<file path="src/rtl/master_start_loader.sv">
// Command-frame loader feeding the MASTER_START parameter-write interface.
// Define LOADER_CHECKSUM_EN to expect and verify a trailing CSUM byte per frame.
//
// state     | meaning
// S_IDLE    | hunt for HDR, drop anything else
// S_CMD     | decode command, load payload byte counter
// S_PAYLOAD | shift payload bytes into the shadow register
// S_CSUM    | compare received CSUM with running sum (checksum build only)
// S_COMMIT  | shadow now visible on outputs, frame_ok high
// S_WR      | WR_DATA strobe for burst parameters
module master_start_loader #(
   parameter int unsigned TIMEOUT = 48000,
   parameter logic [7:0]  HDR     = 8'hA5
) (
   input  logic        CLK,
   input  logic        RESET,
   input  logic [7:0]  rx_data,
   input  logic        rx_valid,
   output logic        rx_ready,
   input  logic        SYS_TIME_UPDATE_OK,
   output logic [47:0] MEM_DDS_freq,
   output logic [47:0] MEM_DDS_delta_freq,
   output logic [31:0] MEM_DDS_delta_rate,
   output logic [63:0] MEM_TIME_START,
   output logic [15:0] MEM_N_impuls,
   output logic [1:0]  MEM_TYPE_impulse,
   output logic [31:0] MEM_Interval_Ti,
   output logic [31:0] MEM_Interval_Tp,
   output logic [31:0] MEM_Tblank1,
   output logic [31:0] MEM_Tblank2,
   output logic        WR_DATA,
   output logic [63:0] SYS_TIME,
   output logic        SYS_TIME_UPDATE,
   output logic        frame_ok,
   output logic        frame_err,
   output logic [7:0]  err_cnt
);

   localparam int unsigned     GW       = $clog2(TIMEOUT + 1);
   localparam logic [GW-1:0]   GAP_LAST = GW'(TIMEOUT - 1);

   typedef enum logic [2:0] {
      S_IDLE, S_CMD, S_PAYLOAD, S_CSUM, S_COMMIT, S_WR
   } state_t;

   state_t         r_state, w_state_next;
   logic [5:0]     r_cnt;
   logic           r_is_time;
   logic [GW-1:0]  r_gap;
   logic [335:0]   r_shadow;
   logic [343:0]   w_shadow_cur;
   logic           w_rx_ready, w_accept, w_err, w_commit, w_timeout;
`ifdef LOADER_CHECKSUM_EN
   logic [7:0]     r_sum;
   logic [7:0]     r_last;
`endif

   // The final payload byte is held in r_last when a CSUM byte still follows;
   // without checksum it is taken straight from rx_data on the committing edge.
`ifdef LOADER_CHECKSUM_EN
   assign w_shadow_cur = {r_shadow, r_last};
`else
   assign w_shadow_cur = {r_shadow, rx_data};
`endif

   assign w_accept  = rx_valid && w_rx_ready;
   assign w_timeout = (r_gap == GAP_LAST);
   assign rx_ready  = w_rx_ready;
   assign frame_ok  = (r_state == S_COMMIT);
   assign WR_DATA   = (r_state == S_WR);

   always_ff @(posedge CLK) begin
      if (RESET) r_state <= S_IDLE;
      else       r_state <= w_state_next;
   end

   always_comb begin
      w_state_next = r_state;
      w_rx_ready   = 1'b0;
      w_err        = 1'b0;
      w_commit     = 1'b0;
      case (r_state)
         S_IDLE: begin
            w_rx_ready = 1'b1;
            if (rx_valid && rx_data == HDR) w_state_next = S_CMD;
         end
         S_CMD: begin
            w_rx_ready = 1'b1;
            if (rx_valid) begin
               if (rx_data == 8'h01 || rx_data == 8'h02) begin
                  w_state_next = S_PAYLOAD;
               end else begin
                  w_err        = 1'b1;
                  w_state_next = S_IDLE;
               end
            end else if (w_timeout) begin
               w_err        = 1'b1;
               w_state_next = S_IDLE;
            end
         end
         S_PAYLOAD: begin
            w_rx_ready = 1'b1;
            if (rx_valid) begin
               if (r_cnt == 6'd1) begin
`ifdef LOADER_CHECKSUM_EN
                  w_state_next = S_CSUM;
`else
                  w_commit     = 1'b1;
                  w_state_next = S_COMMIT;
`endif
               end
            end else if (w_timeout) begin
               w_err        = 1'b1;
               w_state_next = S_IDLE;
            end
         end
`ifdef LOADER_CHECKSUM_EN
         S_CSUM: begin
            w_rx_ready = 1'b1;
            if (rx_valid) begin
               if (rx_data == r_sum) begin
                  w_commit     = 1'b1;
                  w_state_next = S_COMMIT;
               end else begin
                  w_err        = 1'b1;
                  w_state_next = S_IDLE;
               end
            end else if (w_timeout) begin
               w_err        = 1'b1;
               w_state_next = S_IDLE;
            end
         end
`endif
         S_COMMIT: w_state_next = r_is_time ? S_IDLE : S_WR;
         S_WR:     w_state_next = S_IDLE;
         default:  w_state_next = S_IDLE;
      endcase
   end

   always_ff @(posedge CLK) begin
      if (RESET) begin
         r_cnt              <= '0;
         r_is_time          <= 1'b0;
         r_gap              <= '0;
         r_shadow           <= '0;
`ifdef LOADER_CHECKSUM_EN
         r_sum              <= '0;
         r_last             <= '0;
`endif
         MEM_DDS_freq       <= '0;
         MEM_DDS_delta_freq <= '0;
         MEM_DDS_delta_rate <= '0;
         MEM_TIME_START     <= '0;
         MEM_N_impuls       <= '0;
         MEM_TYPE_impulse   <= '0;
         MEM_Interval_Ti    <= '0;
         MEM_Interval_Tp    <= '0;
         MEM_Tblank1        <= '0;
         MEM_Tblank2        <= '0;
         SYS_TIME           <= '0;
         SYS_TIME_UPDATE    <= 1'b0;
         frame_err          <= 1'b0;
         err_cnt            <= '0;
      end else begin
         frame_err <= w_err;
         if (w_err && err_cnt != 8'hFF) err_cnt <= err_cnt + 8'd1;

         if (w_accept || r_state == S_IDLE || !w_rx_ready) r_gap <= '0;
         else                                              r_gap <= r_gap + 1'b1;

         if (w_accept && r_state == S_CMD) begin
            r_is_time <= (rx_data == 8'h02);
            r_cnt     <= (rx_data == 8'h02) ? 6'd8 : 6'd43;
`ifdef LOADER_CHECKSUM_EN
            r_sum     <= rx_data;
`endif
         end

         if (w_accept && r_state == S_PAYLOAD) begin
            r_shadow <= w_shadow_cur[335:0];
            r_cnt    <= r_cnt - 6'd1;
`ifdef LOADER_CHECKSUM_EN
            r_last   <= rx_data;
            r_sum    <= r_sum + rx_data;
`endif
         end

         if (w_commit) begin
            if (r_is_time) begin
               SYS_TIME <= w_shadow_cur[63:0];
            end else begin
               MEM_DDS_freq       <= w_shadow_cur[343:296];
               MEM_DDS_delta_freq <= w_shadow_cur[295:248];
               MEM_DDS_delta_rate <= w_shadow_cur[247:216];
               MEM_TIME_START     <= w_shadow_cur[215:152];
               MEM_N_impuls       <= w_shadow_cur[151:136];
               MEM_TYPE_impulse   <= w_shadow_cur[129:128];
               MEM_Interval_Ti    <= w_shadow_cur[127:96];
               MEM_Interval_Tp    <= w_shadow_cur[95:64];
               MEM_Tblank1        <= w_shadow_cur[63:32];
               MEM_Tblank2        <= w_shadow_cur[31:0];
            end
         end

         // A fresh preset commit outranks an acknowledge landing on the same edge.
         if (w_commit && r_is_time)   SYS_TIME_UPDATE <= 1'b1;
         else if (SYS_TIME_UPDATE_OK) SYS_TIME_UPDATE <= 1'b0;
      end
   end

endmodule

</file>
<file path="config.mk">
export PLATFORM = sky130hd
export DESIGN_NAME = master_start_loader
export DESIGN_NICKNAME = d
export VERILOG_FILES = /design/src/rtl/master_start_loader.sv
export SDC_FILE = /design/constraint.sdc
export NUM_CORES = 2
export LEC_CHECK = 0
export ABC_AREA = 1
export CAP_MARGIN = 5
export CORE_MARGIN = 2
export CORE_UTILIZATION = 45
export CTS_BUF_LIST = sky130_fd_sc_hd__clkbuf_8
export DETAILED_ROUTE_END_ITERATION = 8
export PLACE_DENSITY = 0.74
export SLEW_MARGIN = 20
export SYNTH_ARGS = -nofsm -noshare
export SYNTH_HDL_FRONTEND = slang
export SYNTH_SLANG_ARGS = --single-unit
</file>
<file path="constraint.sdc">
create_clock -name CLK -period 4.41 [get_ports CLK]
set_input_delay 0.6615 -clock CLK [delete_from_list [all_inputs] [get_ports CLK]]
set_output_delay 0.6615 -clock CLK [all_outputs]
set_load 0.1 [all_outputs]
</file>
# Word level (Yosys, flattened, before mapping)
# Index checks and enable logic that the tools add are counted.
op_classes:
  muxes: 22
  n_reduce_logical: 18
  addsub: 3
  n_eq_ne: 12
  bitwise: 1
op_table:
  columns: ["cell", "n"]
  rows:
  - ["$mux 3", 6]
  - ["$mux 6", 3]
  - ["$add 16x1->16 const B", 1]
  - ["$eq 16x16->1 const B", 1]
  - ["$pmux 3 s4", 1]
  - ["$mux 1", 10]
  - ["$add 8x1->8 const B", 1]
  - ["$eq 8x1->1 const B", 1]
  - ["$eq 8x2->1 const B", 1]
  - ["$eq 8x8->1 const B", 1]
  - ["$ne 8x8->1 const B", 1]
  - ["$eq 3x3->1 const B", 2]
  - ["$eq 6x1->1 const B", 1]
  - ["$logic_and 1x1->1", 6]
  - ["$reduce_and 2->1", 3]
  - ["$sub 6x1->6 const B", 1]
  - ["$reduce_bool 2->1", 2]
  - ["$eq 3x1->1 const B", 1]
  - ["$eq 3x2->1 const B", 1]
  - ["$logic_not 3->1", 1]
  - ["$logic_or 1x1->1", 3]
  - ["$ne 3x3->1 const B", 1]
  - ["$reduce_or 3->1", 1]
  - ["$mux 2", 1]
  - ["other kinds (5)", 5]
totals:
  regBits: 774
  out_inout_bits: 415
  in_bits: 12
  elab_cells: 75

# Longest topological paths before layout
depth:
  depth_word: 7
  ltp_mapped: 11
  depth_no_buf: 10

# Least setup slack after synthesis
# OpenSTA, ideal clock, no wires.
synth_path:
  path_type: "reg2out"
  from: "reg r_state[1]"
  to: "out rx_ready"
  t_arrival_ps: 1815
  stages_incl_launch_ff: 2
  path_buffers: 0
  slack_ps: 1933
  required_ps: 3749
  cell_sequence: "dfxtp_1 -> a21oi_1"
synth_via:
  elab_chain_cells: 3
  elab_cells_between_ends: 5
  classes_between: "2 x eq/ne; 1 x mux; 2 x reduce/logical"
synth_rtl:
  columns: ["item", "line_no", "source"]
  rows:
  - ["from (decl)", "46", "state_t r_state, w_state_next;"]
  - ["from (signal assigned)", "74", "else r_state <= w_state_next;"]
  - ["$eq 3x1->1 (tied with other cells)", "82", "case (r_state)"]
  - ["$reduce_or 3->1 (no line) (*)", null, null]
  - ["$mux 1 (*)", "82", null]
  - ["to (decl)", "19", "output logic rx_ready,"]
# Mark *: on every way between the ends. The rest lies on a longest branch, timed or not.

# Final worst setup path
layout_path:
  from: "reg r_state[0]"
  to: "out frame_ok"
layout_via:
  elab_chain_cells: 1
layout_rtl:
  columns: ["item", "line_no", "source"]
  rows:
  - ["$eq 3x3->1", "69", "assign frame_ok = (r_state == S_COMMIT);"]
  - ["to (decl)", "34", "output logic frame_ok,"]
# No other way between the ends.

==> flow_summary.ini <==
[clock_tree]
clock_path_buffers = 3
htreeDepth = 3
cts_num_sinks = 774
cts_setup_buffers = 0
cts_hold_buffers = 0
cts-root-buf = clkbuf_8
cts_tree = done
cts_buffers = 120
insertion_delay_ps = 720
clkTransAtPathRegs_ps = 60
cts_resized = 0

[grt]
grt_pass1_vias = 20200
grt.overflow.total = 0
track_usage_pct = 21.6
antenna_found_initial = 1
grt_pass1_wl_mm = 107
grt_max_degree = 213

[finish]
layout_common_cells = 774 x dfxtp_1, 632 x a21oi_1, 511 x o21ai_0
area_growth_pct = 25.9
n_fill_cell = 5322
drive_gt1_share_pct = 5.78
final_area_um2 = 33500
layout_commonest_cell = dfxtp_1
nets = 3489

[synth]
ys_ff_latch = 774
ys_seq_area_share_pct = 58.2
syn_area_um2 = 26600
synthCells = 3143
synth-async-reset-ratio_pct = 0
synth-warning-count = 0
syn-num-nets = 3159
synth_edf_count = 0
syn_avg_cell_area_um2 = 8.47
yosysUniqueCellTypes = 28
synth_top_area_cell = dfxtp_1
synth-main-ff-cell = dfxtp_1
synth_top_area_share_pct = 58.2
synthTopCellsByArea = dfxtp_1 58%, a21oi_1 12%, o21ai_0 9.6%, o21ai_1 4.6%, nor2_1 4.4%

[sta]
tightest_slew_ps = 1150
fin_setup_tns_ps = 0
finClkSkew_ps = 44.7
drv_slew = 0
max_slew_margin_pct = 23.2
layout_min_cycle_time_ps = 3250
finalCritPeriodShare_pct = 73.6
finalHoldViolCount = 0
setup_viol = 0
fmax_ghz = 0.308
rsz0062_at_grt = false

[route]
drc = 0
viasPerCell = 5.03
drtIter0Drc = 1244
dr_total_vias = 21800
drt_first_pass_iters = 5
drtAntennaViolNets = 0
wl_per_cell_um = 15.7
wirelength_mm = 68.2

[floorplanning]
die_h_um = 247
num_rows = 89
ios = 427
die_area_um2 = 61100
initial_core_util_pct = 45.3
die_x_um = 247
core_area_um2 = 58800

[setup_path]
arrival_ps = 2590
rrSetupSlack_ps = 1710
startpoint_type = flop
cp_max_fo = 5
critPathKind = flop to output port
critPathCaptureType = output port
r2r_cells = 10
worstPathRequired_ps = 3750

[status]
status = completed

[pwr]
irDropWorstVdd_mv = 0.250
p_switching_mw = 3.32
combPwrFrac_pct = 4.7
clockPowerShare_pct = 43.5
netSwitchingFraction_pct = 23.6
p_seq_share_pct = 51.8
powerDensity_nw_per_um2 = 420
power.leakage_nw = 12.6
finalPower_mw = 14.1
power.internal_mw = 10.7

[placed_design]
place_area_um2 = 31000
routabilityCongestion = 0.819
place_hpwl_mm = 43.2
io_buffers = 426

[min_path]
hold_class = flop to flop
holdPathStages = 2

[run]
maxCapViolCount = 0
==> stage by stage <==
step	utilization, %	hold slack (ps)	worst slack (ps)	instances
final	57.0	422	1160	4341
after global routing	57.0	451	1050	4341
after CTS	57.0	421	1070	4340
after detailed placement	52.7	444	1130	4124
after global placement	52.7	429	1250	4124
after floorplan	-	418	1930	3143
==> power groups by stage <==
| stage | Combinational [mW] | Clock, mW | Sequential, mW |
|---|---|---|---|
| detailed placement | 0.664 | 0 | 7.43 |
| global placement | 0.655 | 0 | 7.43 |
| finish | 0.664 | 6.12 | 7.28 |
| CTS | 0.668 | 6.27 | 7.28 |
| global route | 0.755 | 6.58 | 7.30 |
| floorplan | 0.460 | 0 | 7.45 |
==> cells in the mapped netlist (2+ instances only) <==
cell type,n
o21ai_0,511
nand3_1,22
a21oi_1,632
buf_4,8
xor2_1,6
clkbuf_1,134
buf_2,78
nand4_1,6
o211ai_1,2
buf_6,26
nor3b_1,2
xnor2_1,2
nor2_1,312
o21ai_1,242
inv_1,296
inv_2,2
nor3_1,8
ha_1,4
dfxtp_1,774
nand2_1,68
==> critical path: stages, from the launching register on <==
cell and delay, ps:
dfxtp_1 340, nor2_1 150, inv_1 70, nor2_1 140, clkdlybuf4s50_1 1170
==> final timing paths <==
check,from,to
setup reg to reg,r_state[2],MEM_Interval_Ti[12]
setup / recovery,r_state[0],frame_ok
hold reg to reg,r_shadow[335],MEM_DDS_freq[47]
hold / removal,r_shadow[335],MEM_DDS_freq[47]
==> logic make-up (layout without fill, tap and decap cells) <==
| group | Yosys count | in the layout | share of synthesized area [%] |
|---|---|---|---|
| adders and majority gates | 4 | 4 | 0.188 |
| AOI/OAI and AO/OA | 1390 | 1390 | 26.2 |
| xor gates and xnor gates | 8 | 8 | 0.263 |
| DFF | 774 | 774 | 58.2 |
| buffers and inverters | 546 | 970 | 8.92 |
| and+or+nand+nor | 421 | 421 | 6.21 |
| other | 0 | 1 | 0 |
==> per-layer routing <==
layer	GRT usage, %	vias up	share of wire (%)
met1	27.9	9950	44
met4	9.92	0	3.6
li1	-	11200	-
met5	0	-	0
met3	5.86	123	6.8
met2	33.8	547	45
==> sequential cells by signal (all words and copies together) (netlist names), 16 cells and up <==
register / count
r_shadow: 336
MEM_TIME_START: 64
SYS_TIME: 64
MEM_DDS_delta_freq: 48
MEM_DDS_freq: 48
MEM_DDS_delta_rate: 32
MEM_Interval_Ti: 32
MEM_Interval_Tp: 32
MEM_Tblank1: 32
MEM_Tblank2: 32
MEM_N_impuls: 16
r_gap: 16
==> final cells by class <==
class                   instances  area [um^2]  share of cell area (%)
well taps                     773          967                    2.89
inverters                     300         1150                    3.44
clock buffers                 152         2090                    6.24
multi-input cells            1823         8750                    26.1
flip-flops and latches        774        15500                    46.2
repair buffers                454         4630                    13.8
diodes                          1         2.50                 0.00747
clock inverters                64          418                    1.25
No activity file was read; power rests on OpenSTA's default activity.
